`config.mk`:
```
export PLATFORM = sky130hd
export DESIGN_NAME = booth2_mul_adder_arb
export DESIGN_NICKNAME = d
export VERILOG_FILES = /design/src/rtl/booth2_mul_pkg.sv /design/src/rtl/booth2_mul_rr_picker.sv /design/src/rtl/booth2_mul_adder_arb.sv
export SDC_FILE = /design/constraint.sdc
export NUM_CORES = 1
export LEC_CHECK = 0
export ABC_AREA = 1
export CELL_PAD_IN_SITES_DETAIL_PLACEMENT = 1
export CELL_PAD_IN_SITES_GLOBAL_PLACEMENT = 1
export CORE_MARGIN = 2
export CORE_UTILIZATION = 29
export DETAILED_ROUTE_END_ITERATION = 10
export PLACE_DENSITY = 0.95
export SETUP_SLACK_MARGIN = 0.3
export SLEW_MARGIN = 20
export SYNTH_ARGS = -nofsm -noshare
export SYNTH_HDL_FRONTEND = slang
export SYNTH_SLANG_ARGS = --single-unit
export TNS_END_PERCENT = 1
```
`constraint.sdc`:
```
create_clock -name clk -period 8.53 [get_ports clk]
set_clock_uncertainty 0.15 [all_clocks]
set_input_delay 1.706 -clock clk [delete_from_list [all_inputs] [get_ports clk]]
set_output_delay 1.706 -clock clk [all_outputs]
set_load 0.01 [all_outputs]
```
`src/rtl/booth2_mul_pkg.sv`:
```
// Shared definitions for the booth2 multiplier adder-sharing logic:
// default geometry of the shared adder and the in-flight tag record.
package booth2_mul_pkg;

    localparam int BASIC_ADDER_WD = 4;
    localparam int DEF_DATA_THR   = 32;
    localparam int DEF_REQ_NUM    = 3;
    localparam int DEF_ADD_LAT    = 1;
    localparam int DEF_ID_WD      = 3;

    // One in-flight add: whether the slot holds an add, and who owns it.
    typedef struct packed {
        logic                 valid;
        logic [DEF_ID_WD-1:0] id;
    } tag_t;

endpackage

```
`src/rtl/booth2_mul_rr_picker.sv`:
```
// Combinational round-robin picker: starting at ptr and wrapping, selects
// the first active requester and returns a one-hot grant plus its index.
module booth2_mul_rr_picker #(
    parameter int REQ_NUM = 3,
    parameter int ID_WD   = 3
) (
    input  logic [REQ_NUM-1:0] req_val,
    input  logic [ID_WD-1:0]   ptr,
    output logic [REQ_NUM-1:0] gnt,
    output logic [ID_WD-1:0]   gnt_id,
    output logic               gnt_any
);

    int idx;

    // Scan requesters from ptr upward, keeping only the first hit.
    always_comb begin
        gnt     = '0;
        gnt_id  = '0;
        gnt_any = 1'b0;
        idx     = 0;
        for (int i = 0; i < REQ_NUM; i++) begin
            idx = (int'(ptr) + i) % REQ_NUM;
            if (!gnt_any && req_val[idx]) begin
                gnt[idx] = 1'b1;
                gnt_id   = ID_WD'(idx);
                gnt_any  = 1'b1;
            end
        end
    end

endmodule

```
`src/rtl/booth2_mul_adder_arb.sv`:
```
// Round-robin scheduler sharing one registered adder between several
// booth2 requesters. Issues at most one add per cycle, carries the owner ID
// of each add through a tag delay line, and steers results back.
// Optional protocol checker: define BOOTH2_MUL_ADD_ARB_CHK_EN.
module booth2_mul_adder_arb
    import booth2_mul_pkg::*;
#(
    parameter int DATA_THR = DEF_DATA_THR,
    parameter int REQ_NUM  = DEF_REQ_NUM,
    parameter int ADD_LAT  = DEF_ADD_LAT,
    parameter int ID_WD    = DEF_ID_WD
) (
    input  logic                        clk,
    input  logic                        rst,
    input  logic [REQ_NUM-1:0]          req_val_i,
    input  logic [REQ_NUM*DATA_THR-1:0] req_a_i,
    input  logic [REQ_NUM*DATA_THR-1:0] req_b_i,
    output logic [REQ_NUM-1:0]          req_gnt_o,
    output logic                        add_val_o,
    output logic [DATA_THR-1:0]         add_a_o,
    output logic [DATA_THR-1:0]         add_b_o,
    input  logic                        add_val_i,
    input  logic [DATA_THR-1:0]         add_so_i,
    input  logic                        add_cout_i,
    output logic [REQ_NUM-1:0]          rsp_val_o,
    output logic [DATA_THR-1:0]         rsp_so_o,
    output logic                        rsp_cout_o,
    output logic                        busy_o,
    output logic                        err_o
);

    logic [ID_WD-1:0] ptr;
    logic [ID_WD-1:0] gnt_id;
    logic             gnt_any;
    logic [ID_WD-1:0] issue_id;
    tag_t             tag_q [ADD_LAT];
    tag_t             last_tag;

    booth2_mul_rr_picker #(
        .REQ_NUM (REQ_NUM),
        .ID_WD   (ID_WD)
    ) u_picker (
        .req_val (req_val_i),
        .ptr     (ptr),
        .gnt     (req_gnt_o),
        .gnt_id  (gnt_id),
        .gnt_any (gnt_any)
    );

    // Advance the round-robin pointer past the winner; hold when idle.
    always_ff @(posedge clk or posedge rst) begin
        if (rst) begin
            ptr <= '0;
        end else if (gnt_any) begin
            ptr <= (gnt_id == ID_WD'(REQ_NUM - 1)) ? '0 : gnt_id + ID_WD'(1);
        end
    end

    // Launch the winner's operands; operands hold when nothing is issued.
    always_ff @(posedge clk or posedge rst) begin
        if (rst) begin
            add_val_o <= 1'b0;
            add_a_o   <= '0;
            add_b_o   <= '0;
            issue_id  <= '0;
        end else begin
            add_val_o <= gnt_any;
            if (gnt_any) begin
                add_a_o  <= req_a_i[gnt_id*DATA_THR +: DATA_THR];
                add_b_o  <= req_b_i[gnt_id*DATA_THR +: DATA_THR];
                issue_id <= gnt_id;
            end
        end
    end

    // Delay the owner tag so the last stage lines up with the adder result.
    always_ff @(posedge clk or posedge rst) begin
        if (rst) begin
            for (int k = 0; k < ADD_LAT; k++) begin
                tag_q[k] <= '0;
            end
        end else begin
            tag_q[0].valid <= add_val_o;
            tag_q[0].id    <= DEF_ID_WD'(issue_id);
            for (int k = 1; k < ADD_LAT; k++) begin
                tag_q[k] <= tag_q[k-1];
            end
        end
    end

    assign last_tag   = tag_q[ADD_LAT-1];
    assign rsp_so_o   = add_so_i;
    assign rsp_cout_o = add_cout_i;

    // Steer a valid result to the requester recorded in the last tag stage.
    always_comb begin
        rsp_val_o = '0;
        for (int k = 0; k < REQ_NUM; k++) begin
            rsp_val_o[k] = add_val_i & last_tag.valid
                           & (last_tag.id == DEF_ID_WD'(k));
        end
    end

    // Busy while anything is being issued or still inside the adder.
    always_comb begin
        busy_o = add_val_o;
        for (int k = 0; k < ADD_LAT; k++) begin
            busy_o = busy_o | tag_q[k].valid;
        end
    end

`ifdef BOOTH2_MUL_ADD_ARB_CHK_EN
    logic err_q;

    // Sticky flag when the adder's valid disagrees with the tag line.
    always_ff @(posedge clk or posedge rst) begin
        if (rst) begin
            err_q <= 1'b0;
        end else if (add_val_i != last_tag.valid) begin
            err_q <= 1'b1;
        end
    end

    assign err_o = err_q;
`else
    assign err_o = 1'b0;
`endif

endmodule

```
==> flow_summary_export.csv <==
group,metric,value,unit
status,result_of_the_run,"complete, no violations",
yosys,yosysMostFrequentCell,"nand2_1",
flow_run,maxCapViolations,0,
yosys,synth.lib_cells_used.distinct,40,
worst_setup_path,critPathMaxFanout,8,
die,core_area,21900,um^2
finish,syn_to_final_growth,44.0,%
worst_setup_path,setup.worst_path.end,"req_gnt_o[2]",
yosys,synth.avg_cell_area,6.27,um^2
route,drtIter0Drc,315,
finish,antenna-diode-count,0,
worst_setup_path,worst_setup_path_end_kind,"output pin",
worst_setup_path,critical_path.startpoint,"ptr[1]",
route,routed_via_count,7398,
worst_setup_path,criticalPathCategory,"reg -> out",
cts,clk_transition_reported_paths,70,ps
cts,ctsHtreeMaxLevel,3,
placed_design,place.gp.congestion,0.873,
yosys,synth_ff_type,"dfrtp_1",
cts,tritoncts_num_sinks,75,
yosys,synthArstFlopShare,100,%
route,drc,0,
finish,layout-drive-gt1-share,5.63,%
worst_setup_path,rr_worst_depth,26,
worst_setup_path,startpoint_of_the_most_critical_register_to_register_path,"ptr[1]",
route,route.final.wire_length,25.0,mm
cts,cts_hold_repair.buffers,0,
yosys,syn-instance-count,1038,
yosys,netlist_area,6510,um^2
yosys,synth.yosys.warnings,0,
global_route,grt.overflow.total,0,
finish,finish.net_count,1491,
timing,maxSlewHeadroom,41.7,%
die,die_area,23600,um^2
yosys,synth_largest_type_area_fraction,28.8,%
global_route,maximum_number_of_pins_on_one_net_before_global_route_repair,76,
die,num_io_pins,337,
finish,post-route-util,42.8,%
die,die_width,154,um
worst_setup_path,setup.worst_path.start_class,"register",
cts,clk-insertion-delay-late,330,ps
cts,post-cts-setup-buffer-count,0,
timing,period_minus_slack,6590,ps
yosys,synth_edf_count,0,
worst_setup_path,ff2ff_setup_slack,3150,ps
die,fp.dieH,154,um
placed_design,numPortBuffers,269,
cts,cts_inserted_buffers,9,
timing,tightestPinTransition,874,ps
timing,achievable-frequency,152,MHz
timing,timing.final.setup_violations,0,
die,placement_rows,54,
global_route,via_count_of_the_first_global_routing_pass,7914,
global_route,global_route_wire_length_before_repair,39.8,mm
yosys,synth_top_cells_by_area,"dfrtp_1 (29%), nand2_1 (21%), nand3_1 (16%)",
yosys,yosys-top-cells-count,"nand2_1 (372), nand3_1 (204), inv_1 (169)",
cts,tritoncts,"done",
worst_setup_path,required,6670,ps
die,floorplan.initialDensity,29.7,%
worst_setup_path,cp.arrival,4740,ps
route,first_pass_drt_iterations,4,
yosys,synth_top_area_cell,"dfrtp_1",
route,ant_nets,0,
cts,cts_root_buf,"clkbuf_16",
route,routed_via_density,4.85,
timing,report.final.slew_viol_count,0,
placed_design,hpwl,18.5,mm
yosys,synth_sequential_area_ratio,28.8,%
cts,post_cts_resized,0,
finish,final.fill_count,2821,
yosys,ys_seq_elements,75,
global_route,globalRouteTotalUtil,20.8,%
min_path,worstHoldPathType,"reg -> reg",
timing,count_of_final_hold_check_violations,0,
worst_setup_path,r2r_end,"add_a_o[17]",
timing,layout_worst_path_cycle_share,77.3,%
timing,tns,0,ps
yosys,net_count_after_synthesis,1290,
timing,grt_setup_unrepaired,"no",
cts,clock_path_buffers,2,
global_route,initial_antenna_violation_count,0,
route,post_drt_wl_per_cell,16.4,um
## worst min path at each step
stage	startpoint	slack [ps]	to	cells past startpoint
6_report	issue_id[0]	230	last_tag[0]	0
5_1_grt	issue_id[0]	240	last_tag[0]	0
4_1_cts	issue_id[0]	240	last_tag[0]	0
3_5_place_dp	issue_id[1]	220	last_tag[1]	0
3_3_place_gp	issue_id[2]	210	last_tag[2]	0
2_1_floorplan	issue_id[1]	200	last_tag[1]	0
## layer usage
| metal | up-vias | global-route usage (%) | share of wire [%] |
|---|---|---|---|
| met5 | - | 0 | 0 |
| met4 | 0 | 7.43 | 3.1 |
| met3 | 53 | 3.55 | 4.9 |
| met2 | 243 | 39.6 | 51 |
| met1 | 3543 | 23.0 | 41 |
| li1 | 3559 | - | - |
## worst max-delay path: stages, from the launching register on
cell	delay, ps
dfrtp_1	510
inv_1	200
ha_1	370
nor2_2	140
nand2_2	90
nand2_1	80
nand2_2	100
xor2_1	220
inv_1	100
ha_1	230
ha_1	220
or2_2	290
nand3_1	120
nand2_1	130
nand3_1	130
nand2_1	120
nand2_1	90
nand2_1	60
a21oi_2	220
nand3_2	140
inv_2	110
nand4_1	100
nand2_1	90
clkdlybuf4s50_1	530
## stage by stage
step                      hold WS, ps  setup slack, ps  cell area [um^2]  cells
after floorplan                   204             3020              6510   1038
after global placement            213             2650              9010   1508
after detailed placement          224             2310              9010   1508
after CTS                         235             1940              9360   1524
after global routing              241             1520              9370   1524
final                             234             1940              9370   1524
## state kept, by name (all words and copies together) (netlist names)
signal,count
add_a_o,32
issue_id,3
ptr,3
add_b_o,32
last_tag,4
add_val_o,1
## cells in the final DEF (no fill, tap or decap), types with 4 or more instances in the layout
| master | synthesis | routed |
|---|---|---|
| nand3_2 | 6 | 7 |
| buf_4 | 46 | 9 |
| inv_1 | 169 | 167 |
| nand2_2 | 12 | 12 |
| clkbuf_16 | 0 | 9 |
| nor2_1 | 12 | 12 |
| clkdlybuf4s50_1 | 0 | 269 |
| dfrtp_1 | 75 | 75 |
| nor3_1 | 4 | 4 |
| ha_1 | 21 | 21 |
| o21ai_1 | 4 | 4 |
| nand2_1 | 372 | 372 |
| xor2_1 | 5 | 5 |
| inv_2 | 9 | 10 |
| nand3_1 | 204 | 203 |
| o21ai_0 | 8 | 8 |
| a21oi_1 | 4 | 4 |
| nand4_1 | 12 | 12 |
## layout make-up
class / count / area (um^2) / area share [%]
inverter: 180 / 677 / 7.23
clock buffer: 10 / 239 / 2.55
timing repair buffer: 279 / 2770 / 29.6
sequential: 75 / 1880 / 20.0
multi-input combinational: 694 / 3340 / 35.7
clock inverter: 6 / 113 / 1.20
tap: 280 / 350 / 3.74
## logic make-up (layout without fill, tap and decap cells)
kind of cell | Yosys count | in the layout | synth area share (%)
AO/OA/AOI/OAI | 30 | 30 | 3.19
XOR/XNOR | 6 | 6 | 0.808
adder cells (fa/ha/maj) | 21 | 21 | 4.04
buffers and inverters | 269 | 475 | 19.9
flip-flops | 75 | 75 | 28.8
other | 1 | 1 | 0.0576
AND/OR/NAND/NOR | 636 | 636 | 43.2
Power is left out: the tool's default activity adds up to more than one toggle a clock period on the data nets, which glitch-free logic cannot reach.
